### src/rtl/sine_pkg.sv
// Shared constants for the sine DDS: widths, quadrant encoding and the
// quarter-wave table definition used by both the ROM and its reference model.
package sine_pkg;

  localparam int DATA_W   = 12;
  localparam int MIDSCALE = 2048;

  localparam real PI = 3.14159265358979323846;

  typedef enum logic [1:0] {
    QUAD_0 = 2'd0,
    QUAD_1 = 2'd1,
    QUAD_2 = 2'd2,
    QUAD_3 = 2'd3
  } quadrant_e;

  // Entry k = round((2^(data_w-1) - 0.5) * sin(2*pi*(k+0.5) / (4*2^addr_w))).
  // The half-sample offset makes index inversion an exact mirror.
  function automatic int quarter_sine(input int k, input int addr_w, input int data_w);
    real amp;
    real ang;
    amp = real'(2 ** (data_w - 1)) - 0.5;
    ang = 2.0 * PI * (real'(k) + 0.5) / (4.0 * real'(2 ** addr_w));
    return $rtoi(amp * $sin(ang) + 0.5);
  endfunction

  function automatic logic is_mirrored(input quadrant_e q);
    return (q == QUAD_1) || (q == QUAD_3);
  endfunction

  function automatic logic is_negative(input quadrant_e q);
    return (q == QUAD_2) || (q == QUAD_3);
  endfunction

endpackage

### src/rtl/sine_quarter_rom.sv
// Registered quarter-wave sine ROM; contents come from sine_pkg::quarter_sine
// so the table has a single definition.
module sine_quarter_rom #(
  parameter int ADDR_W = 8,
  parameter int DATA_W = 12
) (
  input  logic              clk,
  input  logic [ADDR_W-1:0] i_addr,
  output logic [DATA_W-2:0] o_data
);
  import sine_pkg::*;

  localparam int DEPTH = 2 ** ADDR_W;

  logic [DATA_W-2:0] w_table [DEPTH];
  logic [DATA_W-2:0] r_data;

  for (genvar gi = 0; gi < DEPTH; gi++) begin : g_table
    assign w_table[gi] = (DATA_W-1)'(quarter_sine(gi, ADDR_W, DATA_W));
  end

  always_ff @(posedge clk) begin
    r_data <= w_table[i_addr];
  end

  assign o_data = r_data;

endmodule

### src/rtl/sine_dds.sv
// Sine DDS: phase accumulator, wrap-synchronised frequency staging and a
// 3-stage quarter-wave lookup pipeline producing offset-binary samples.
module sine_dds #(
  parameter int PHASE_W = 16,
  parameter int ADDR_W  = 8,
  parameter int DATA_W  = sine_pkg::DATA_W
) (
  input  logic               clk,
  input  logic               rst,
  input  logic               en,
  input  logic [PHASE_W-1:0] fcw,
  input  logic               fcw_wr,
  output logic               fcw_pending,
  output logic [DATA_W-1:0]  data_out,
  output logic               valid,
  output logic               phase_wrap
);
  import sine_pkg::*;

  localparam logic [DATA_W-1:0] MID_CODE = DATA_W'(2 ** (DATA_W - 1));

  logic [PHASE_W-1:0] r_acc;
  logic [PHASE_W-1:0] r_fcw_active;
  logic [PHASE_W-1:0] r_staging;
  logic               r_pending;
  logic               r_phase_wrap;

  logic               r_s0_valid;
  quadrant_e          r_s0_quad;
  logic [ADDR_W-1:0]  r_s0_addr;
  logic               r_s1_valid;
  quadrant_e          r_s1_quad;
  logic [DATA_W-1:0]  r_data_out;
  logic               r_valid;

  logic [PHASE_W:0]   w_sum;
  logic               w_carry;
  logic               w_apply;
  quadrant_e          w_quad;
  logic [ADDR_W-1:0]  w_idx;
  logic [ADDR_W-1:0]  w_addr;
  logic [DATA_W-2:0]  w_rom_data;
  logic [DATA_W-1:0]  w_fold;

  assign w_sum   = {1'b0, r_acc} + {1'b0, r_fcw_active};
  assign w_carry = w_sum[PHASE_W];

  // A stopped accumulator never wraps, so a staged word applies immediately.
  assign w_apply = r_pending && ((en && w_carry) || (r_fcw_active == '0));

  assign w_quad = quadrant_e'(r_acc[PHASE_W-1 -: 2]);
  assign w_idx  = r_acc[PHASE_W-3 -: ADDR_W];
  assign w_addr = is_mirrored(w_quad) ? ~w_idx : w_idx;

  always_ff @(posedge clk) begin
    if (rst) begin
      r_acc        <= '0;
      r_fcw_active <= '0;
      r_staging    <= '0;
      r_pending    <= 1'b0;
      r_phase_wrap <= 1'b0;
    end else begin
      if (en) begin
        r_acc <= w_sum[PHASE_W-1:0];
      end
      r_phase_wrap <= en && w_carry;
      if (w_apply) begin
        r_fcw_active <= r_staging;
      end
      // A write coinciding with an application re-arms pending for the new word.
      if (fcw_wr) begin
        r_staging <= fcw;
        r_pending <= 1'b1;
      end else if (w_apply) begin
        r_pending <= 1'b0;
      end
    end
  end

  always_ff @(posedge clk) begin
    if (rst) begin
      r_s0_valid <= 1'b0;
      r_s0_quad  <= QUAD_0;
      r_s0_addr  <= '0;
      r_s1_valid <= 1'b0;
      r_s1_quad  <= QUAD_0;
      r_data_out <= MID_CODE;
      r_valid    <= 1'b0;
    end else begin
      r_s0_valid <= en;
      if (en) begin
        r_s0_quad <= w_quad;
        r_s0_addr <= w_addr;
      end
      r_s1_valid <= r_s0_valid;
      r_s1_quad  <= r_s0_quad;
      r_valid    <= r_s1_valid;
      if (r_s1_valid) begin
        r_data_out <= w_fold;
      end
    end
  end

  sine_quarter_rom #(
    .ADDR_W (ADDR_W),
    .DATA_W (DATA_W)
  ) u_rom (
    .clk    (clk),
    .i_addr (r_s0_addr),
    .o_data (w_rom_data)
  );

  // Positive half sits above midscale, negative half mirrors just below it.
  always_comb begin
    w_fold = MID_CODE;
    if (is_negative(r_s1_quad)) begin
      w_fold = MID_CODE - DATA_W'(1) - DATA_W'(w_rom_data);
    end else begin
      w_fold = MID_CODE + DATA_W'(w_rom_data);
    end
  end

  assign fcw_pending = r_pending;
  assign data_out    = r_data_out;
  assign valid       = r_valid;
  assign phase_wrap  = r_phase_wrap;

endmodule
### config.mk
export PLATFORM = sky130hd
export DESIGN_NAME = sine_dds
export DESIGN_NICKNAME = d
export VERILOG_FILES = /design/src/rtl/sine_pkg.sv /design/src/rtl/sine_quarter_rom.sv /design/src/rtl/sine_dds.sv
export SDC_FILE = /design/constraint.sdc
export NUM_CORES = 1
export LEC_CHECK = 0
export CELL_PAD_IN_SITES_DETAIL_PLACEMENT = 1
export CELL_PAD_IN_SITES_GLOBAL_PLACEMENT = 2
export CORE_MARGIN = 2
export CORE_UTILIZATION = 37
export CTS_BUF_LIST = sky130_fd_sc_hd__clkbuf_4 sky130_fd_sc_hd__clkbuf_8
export DETAILED_ROUTE_END_ITERATION = 10
export HOLD_SLACK_MARGIN = 0.15
export PLACE_DENSITY = 0.93
export SLEW_MARGIN = 20
export SYNTH_ARGS = -nofsm -noshare
export SYNTH_HDL_FRONTEND = slang
export SYNTH_SLANG_ARGS = --single-unit
export TNS_END_PERCENT = 100
### constraint.sdc
create_clock -name clk -period 3.15 [get_ports clk]
set_input_delay 0.63 -clock clk [delete_from_list [all_inputs] [get_ports clk]]
set_output_delay 0.63 -clock clk [all_outputs]
set_load 0.03 [all_outputs]
* Word-level counts from Yosys, hierarchy flattened
Memory sizes are Yosys's and may differ from the RTL's. A register that Yosys moved wholly into a read port is not among the register bits. Cells that the tools add are included.
Word-level totals: output and inout bits 15, ROM bits 2816, memories 1, bits in registers 77
Cells by class: bitwise gates (word level) 2, muxes and demuxes 4, reductions and logical operators 7, add/sub/neg operators 3, eq/ne operators 4
Memory list:
- (no name shown) | depth 256, width 11, read ports 1, clocked after memory_dff 1, write ports 0, RTL line sine_quarter_rom.sv:23 | r_data <= w_table[i_addr];
Operators by type and width (number):
- adder 16 x 16 -> 17 bit | 1
- zero test 16 bit | 1
- adder 12 x 11 -> 12 bit (first input constant) | 1
- 2-to-1 mux 12 bit | 1
- subtractor 11 x 11 -> 12 bit (first input constant) | 1
- NOT 8 -> 9 bit | 1
- 2-to-1 mux 8 bit | 1
- NOT 8 bit | 1
- equality test 2 bit (second input constant) | 3
- logical OR 1 bit | 3
- equality test 2 x 1 -> 1 bit (second input constant) | 1
- logical AND 1 bit | 2
- 2-to-1 mux 1 bit | 2
- nonzero test 2 bit | 1

* Logic depth before layout (Yosys ltp)
Gate-level depths: netlist (run 1).
word-level depth 6, depth in mapped cells 10, mapped depth without buffers 8

* By module
From an unflattened synthesis (run 1), not the netlist that was laid out.
Unflattened totals: cells, all modules 891, area total of the unflattened synthesis 6810.3 um^2
Modules (own cells, without submodules):
- sine_dds | area an instance 3609.7 um^2, cells each 399, seq. area each 1501.4 um^2, instances 1
- sine_quarter_rom | area an instance 3200.6 um^2, cells each 492, seq. area each 220.2 um^2, instances 1

* Worst setup path before layout (run 1)
Ideal clock, no wire load.
kind register to register, start point register r_s0_addr[1], end point register u_rom.r_data[0], in the netlist u_rom.o_data[0], path slack 0.643 ns, required time 3.059 ns, clock period less this slack 2.507 ns, stages on the path, launching flop included 10, data arrival time 2.416 ns, cells stage by stage dfxtp_1 > clkinv_1 > ha_1 > buf_2 > nor2b_1 > a21oi_1 > nand2_1 > o21ai_0 > mux4_2 > a311oi_1
Between the ends: longest elaborated chain between the ends 1
Ends and longest elaborated chain:
- from (decl) | RTL line sine_dds.sv:30 | logic [ADDR_W-1:0] r_s0_addr;
- from (signal assigned) | RTL line sine_dds.sv:93 | r_s0_addr <= w_addr;
- NOT 8 -> 9 bit (implied by the code) | RTL line sine_quarter_rom.sv:23
- to (decl) | RTL line sine_quarter_rom.sv:16 | logic [DATA_W-2:0] r_data;
Every way passes these cells. A chain may end at the register's enable or synchronous reset.

* Worst setup path after layout (run 1)
start point register r_acc[0], end point register r_acc[14]
Between the ends: longest elaborated chain between the ends 1
Ends and longest elaborated chain:
- from (decl) | RTL line sine_dds.sv:22 | logic [PHASE_W-1:0] r_acc;
- from (signal assigned) | RTL line sine_dds.sv:64 | r_acc <= w_sum[PHASE_W-1:0];
- adder 16 x 16 -> 17 bit | RTL line sine_dds.sv:45 | assign w_sum = {1'b0, r_acc} + {1'b0, r_fcw_active};
Every way passes these cells.

==> flow_metrics.env, run 1 <==
export IMPL_crit_path_top_delay_cell="fa_1"
export IMPL_die_y_um=139.3
export IMPL_fillers=2205
export IMPL_internal_power_mw=1.867
export IMPL_pwr_share_clk_pct=26.0
export IMPL_wl_per_cell_um=19.23
export IMPL_finalInstanceArea_mm2=0.007422
export IMPL_skew_ns=0.02547
export IMPL_insertion_delay_ns=0.39
export IMPL_ys_warn_count=0
export IMPL_numCtsBuffers=9
export IMPL_ys_ff_latch=86
export IMPL_viasPerCell=6.099
export IMPL_ys_types=76
export IMPL_worst_hold_path_type="reg2reg"
export IMPL_setup_violations=0
export IMPL_overflow=0
export IMPL_min_from="r_s0_valid$_SDFF_PP0_"
export IMPL_regArea_mm2=0.001728
export IMPL_core_mm2=0.01796
export IMPL_ios=35
export IMPL_cts_setup_buffers=0
export IMPL_cts_root_buf="clkbuf_8"
export IMPL_period_needed_ns=2.607
export IMPL_synth_commonest_cells="nor2_1 (108), dfxtp_1 (86), nand2_1 (68), a21oi_1 (63), o21ai_0 (60)"
export IMPL_drtIter0Drc=572
export IMPL_powerDensity_mw_per_mm2=403.0
export IMPL_routed_wl_mm=21.29
export IMPL_pwr_share_comb_pct=32.4
export IMPL_crit_start="r_acc[0]$_SDFFE_PP0P_"
export IMPL_maxCapViolations=0
export IMPL_p_leak_nw=2.820
export IMPL_synthCells=881
export IMPL_p_sw_mw=1.124
export IMPL_multi_input_area_mm2=0.004578
export IMPL_placed_cell_area_mm2=0.007236
export IMPL_num_vias=6752
export IMPL_place_hpwl_mm=15.59
export IMPL_rows=49
export IMPL_ys_seq_area_share_pct=25.42
export IMPL_drcViolationCount=0
export IMPL_synth_most_common_cell="nor2_1"
export IMPL_ys_flop_type="dfxtp_1"
export IMPL_drive_above_1_share_pct=7.745
export IMPL_p_seq_share_pct=41.7
export IMPL_grt_max_degree=75
export IMPL_synthTopCellsByArea="dfxtp_1 (25%), mux2i_1 (7.2%), nor2_1 (6.0%)"
export IMPL_syn_avg_cell_area_um2=7.686
export IMPL_fin_nets=922
export IMPL_clk_pin_slew_ns=0.10
export IMPL_status="complete, no violations"
export IMPL_cts_tree="built"
export IMPL_crit_fanout=3
export IMPL_hold_buffers=0
export IMPL_cts_max_level=3
export IMPL_whs_path_depth=1
export IMPL_max_freq_mhz=383.5
export IMPL_max_slew_margin_rel_pct=46.92
export IMPL_setup_worst_path_start_class="flop"
export IMPL_grt_util_all_layers_pct=22.10
export IMPL_cts_buffer_depth=2
export IMPL_synth_largest_area_cell="dfxtp_1"
export IMPL_hold_ws_ns=0.4856
export IMPL_diodes=0
export IMPL_dr_pass1_iters=6
export IMPL_cts_sink_count=86
export IMPL_grt_pass1_wl_mm=35.13
export IMPL_synth_edf_count=0
export IMPL_synth_async_reset_ratio_pct=0
export IMPL_reg2reg_depth=8
export IMPL_place_congestion=0.9485
export IMPL_synth_top_area_share_pct=25.42
export IMPL_worst_slew_pin_transition_ns=0.7952
export IMPL_syn_area_mm2=0.006771
export IMPL_cp_cell_sequence="ha_1 -> fa_1 -> a21o_1 -> a221oi_1 -> o21ai_0 -> o41ai_1 -> xor2_1 -> a211oi_1"
export IMPL_ir_drop_uv=333.7
export IMPL_rsz0062_at_grt="no"
export IMPL_fin_tns_setup_ns=0
export IMPL_syn2layout_area_growth_pct=9.608
export IMPL_cp_arrival_ns=2.91
export IMPL_final_util_pct=41.32
export IMPL_start_util_pct=37.70
export IMPL_fin_crit_sh_pct=82.78
export IMPL_place_port_buffers=34
export IMPL_rr_startpoint="r_acc[0]$_SDFFE_PP0P_"
export IMPL_worstPathRequired_ns=3.45
export IMPL_syn_num_nets=930
export IMPL_first_global_vias=6560
export IMPL_antenna_left=0
export IMPL_cts_repair_resized=0
export IMPL_antenna_found_initial=0
export IMPL_slowest_delay_ns=0.41
export IMPL_critPathKind="reg2reg"
export IMPL_die_area_mm2=0.01940
export IMPL_die_w_um=139.3
export IMPL_maxSlewViolCount=0
export IMPL_endpoint_kind="flop"
export IMPL_hold_viol_final=0
export IMPL_p_sw_share_pct=37.59
## layer usage
metal,vias to the layer above,global-route usage (%),part of all wire (%)
li1,3225,-,-
met1,3226,29.43,44
met2,254,36.15,46
met3,47,3.716,6.5
met4,0,7.921,3.3
met5,-,0,0
## through the flow
step	power [mW]	setup WS, ns	cells
5_1_grt	3.165	0.3570	1107
6_report	2.991	0.5425	1107
3_3_place_gp	2.210	0.6375	1091
4_1_cts	3.015	0.5090	1107
2_1_floorplan	1.956	0.6426	881
3_5_place_dp	2.225	0.5422	1091
## layout make-up
type	count	area share [%]
inverter	20	1.011
tap	229	3.860
clock inverter	7	0.8429
timing repair buffer	65	7.653
multi-input combinational	691	61.68
sequential	86	23.28
clock buffer	9	1.669
## worst max-delay path, delay by kind of cell (launching register included)
family / cells / cell delay, ns
AO/OA/AOI/OAI: 5 / 1.44
adder cells (fa/ha/maj): 2 / 0.64
flip-flops: 1 / 0.33
XOR/XNOR: 1 / 0.12
## cells in the final DEF, fill, tap and decap left out, drive strengths merged, types with 9 or more instances in the layout
cell / instances
clkdlybuf4s50: 33
nor3: 11
a211oi: 42
o21ai: 60
nor2: 108
dfxtp: 86
a31oi: 10
a21o: 13
clkbuf: 9
a21oi: 63
nand2b: 18
mux2i: 49
nand3: 14
buf: 32
nor2b: 22
a221oi: 9
o211ai: 16
nand2: 68
ha: 28
xnor2: 28
inv: 24
## registers in the layout, indices dropped and copies added, names as in the netlist
name / count
r_fcw_active: 16
r_s0_valid: 1
valid: 1
r_s1_valid: 1
r_s1_quad: 1
u_rom.o_data: 11
r_s0_addr: 8
data_out: 12
r_s0_quad: 1
fcw_pending: 1
phase_wrap: 1
r_staging: 16
r_acc: 16
## path summary, 6_finish.rpt
| path | endpoint | slack (ns) |
|---|---|---|
| max | r_acc[14]$_SDFFE_PP0P_ | 0.54 |
| min | r_s1_valid$_SDFF_PP0_ | 0.49 |
| max reg2reg | r_acc[14]$_SDFFE_PP0P_ | 0.54 |
| min reg2reg | r_s1_valid$_SDFF_PP0_ | 0.49 |
## power groups by stage
stage	logic, mW	registers, mW	clock network (mW)
after global placement	0.941	1.27	0
after floorplan	0.709	1.25	0
after CTS	0.959	1.25	0.810
after global routing	1.06	1.26	0.848
after detailed placement	0.954	1.27	0
final	0.968	1.25	0.776
## cell families after synthesis
kind of cell	after synthesis	synth area share, %
AO/OA/AOI/OAI	302	30.82
flip-flops	86	25.42
AND/OR/NAND/NOR	273	18.48
adder cells (fa/ha/maj)	29	5.469
XOR/XNOR	33	4.268
buffers and inverters	104	6.966
multiplexers	54	8.573
Power figures use the tool's default switching activity.
==> inputs of run 2 (changes only) <==
Clock period 3.15 ns to 2.47 ns, I/O delays scaled along.
==> flow_metrics.env, run 2 (synthesized netlist as in run 1, its figures left out) <==
export IMPL_syn2layout_area_growth_pct=15.60
export IMPL_rsz0062_at_grt="yes"
export IMPL_place_hpwl_mm=16.39
export IMPL_max_slew_margin_rel_pct=48.01
export IMPL_setup_worst_path_start_class="flop"
export IMPL_fin_crit_sh_pct=98.48
export IMPL_viasPerCell=6.175
export IMPL_cts_tree="built"
export IMPL_cts_sink_count=86
export IMPL_drcViolationCount=0
export IMPL_worst_slew_pin_transition_ns=0.7788
export IMPL_clk_pin_slew_ns=0.10
export IMPL_powerDensity_mw_per_mm2=519.6
export IMPL_rows=49
export IMPL_antenna_found_initial=0
export IMPL_maxCapViolations=0
export IMPL_numCtsBuffers=9
export IMPL_pre_cts_ws_ns=-0.05989
export IMPL_dp_cells=1113
export IMPL_die_y_um=139.3
export IMPL_crit_fanout=5
export IMPL_period_needed_ns=2.432
export IMPL_insertion_delay_ns=0.40
export IMPL_cts_max_level=3
export IMPL_max_freq_mhz=411.1
export IMPL_start_util_pct=37.70
export IMPL_ir_drop_uv=383.1
export IMPL_ios=35
export IMPL_maxSlewViolCount=0
export IMPL_first_global_vias=7019
export IMPL_drive_above_1_share_pct=12.47
export IMPL_setup_violations=0
export IMPL_min_to="r_s1_valid$_SDFF_PP0_"
export IMPL_grt_pass1_wl_mm=37.49
export IMPL_reg2reg_to="r_fcw_active[15]$_SDFFE_PP0P_"
export IMPL_regArea_mm2=0.001733
export IMPL_cts_root_buf="clkbuf_8"
export IMPL_die_area_mm2=0.01940
export IMPL_grt_util_all_layers_pct=23.63
export IMPL_worst_hold_path_type="reg2reg"
export IMPL_fillers=2214
export IMPL_reg_top3="r_acc: 16 flops, r_fcw_active: 16 flops, r_staging: 16 flops"
export IMPL_overflow=0
export IMPL_reg2reg_depth=9
export IMPL_diodes=0
export IMPL_fin_nets=950
export IMPL_num_vias=7009
export IMPL_rrSetupSlack_ns=0.04
export IMPL_skew_ns=0.02246
export IMPL_crit_path_top_delay_cell="a221o_1"
export IMPL_p_leak_nw=3.002
export IMPL_whs_path_depth=1
export IMPL_min_from="r_s0_valid$_SDFF_PP0_"
export IMPL_multi_input_area_mm2=0.004646
export IMPL_crit_family="compound AO/OA/AOI/OAI gates"
export IMPL_place_congestion=0.9528
export IMPL_drtIter0Drc=528
export IMPL_worstPathRequired_ns=2.74
export IMPL_finalNonFillerCells=1135
export IMPL_status="complete, no violations"
export IMPL_critPathKind="reg2reg"
export IMPL_crit_buf_inv=1
export IMPL_antenna_left=0
export IMPL_slowest_delay_ns=0.39
export IMPL_grt_max_degree=83
export IMPL_hold_buffers=0
export IMPL_final_common_cell="nor2_1"
export IMPL_hold_viol_final=0
export IMPL_place_port_buffers=34
export IMPL_rr_startpoint="r_fcw_active[0]$_SDFFE_PP0P_"
export IMPL_final_cell_mix="nor2_1 (107), dfxtp_1 (81), nand2_1 (68)"
export IMPL_wl_per_cell_um=20.41
export IMPL_setup_ws_ns=0.03755
export IMPL_core_mm2=0.01796
export IMPL_hold_ws_ns=0.4418
export IMPL_routed_wl_mm=23.17
export IMPL_dr_pass1_iters=6
export IMPL_die_w_um=139.3
export IMPL_cp_arrival_ns=2.71
export IMPL_cp_cell_sequence="ha_4 -> fa_2 -> a21o_1 -> a221o_1 -> o211ai_2 -> o221ai_4 -> clkbuf_16 -> mux2i_1 -> nor2_1"
export IMPL_cts_buffer_depth=2
export IMPL_endpoint_kind="flop"
[run 2: changes by cell type in the layout (fill, tap and decap cells not counted), sizes merged]
cell,previous run,this run
buf,32,59
bufinv,0,1
clkbuf,9,10
inv,24,23
[run 2: worst max path at each step]
stage                                             from                            end  cells after the start
final                     r_fcw_active[0]$_SDFFE_PP0P_  r_fcw_active[15]$_SDFFE_PP0P_                      9
after global routing         r_s0_addr[1]$_SDFFE_PP0P_        u_rom.o_data[0]$_DFF_P_                      9
after CTS                 r_fcw_active[0]$_SDFFE_PP0P_         r_acc[14]$_SDFFE_PP0P_                      8
after detailed placement  r_fcw_active[0]$_SDFFE_PP0P_   r_fcw_active[3]$_SDFFE_PP0P_                      8
after global placement    r_fcw_active[0]$_SDFFE_PP0P_         r_acc[14]$_SDFFE_PP0P_                      8
after floorplan              r_s0_addr[1]$_SDFFE_PP0P_        u_rom.o_data[0]$_DFF_P_                      9
[run 2: cell type report]
class / count / area share, %
Tap cell: 229 / 3.660
Inverter: 20 / 0.9751
Multi-Input combinational cell: 691 / 59.35
Sequential cell: 86 / 22.14
Clock inverter: 7 / 1.119
Clock buffer: 9 / 1.582
Timing Repair Buffer: 93 / 11.17
[run 2: layer usage]
layer  up-vias  GRT usage (%)  wire length [um]
li1       3266              -                 -
met1      3417          30.28             10210
met2       255          38.26             10600
met3        71          4.336              1352
met4         0          11.64              1004
met5         -              0                 0
[run 2: timing repair]
action	in CTS	in global routing
cloned	0	1
setup endpoints to repair	18	25
resized for setup	3	18
buffers inserted	2	3
pin swaps	1	4
[run 2: through the flow]
step	utilization (%)	area [um2]	power, mW	setup TNS (ns)
2_1_floorplan	-	6773	2.495	0
3_3_place_gp	41.55	7465	2.882	0
3_5_place_dp	41.55	7465	2.911	-0.3559
4_1_cts	42.96	7717	4.040	0
5_1_grt	43.57	7828	4.265	-0.2744
6_report	43.57	7828	4.067	0
[run 2: power by group]
group	switching, mW	total (mW)	leakage, nW	internal, mW
logic	0.794	1.38	2.19	0.581
registers	0.0984	1.58	0.708	1.49
clock network	0.612	1.11	0.109	0.495
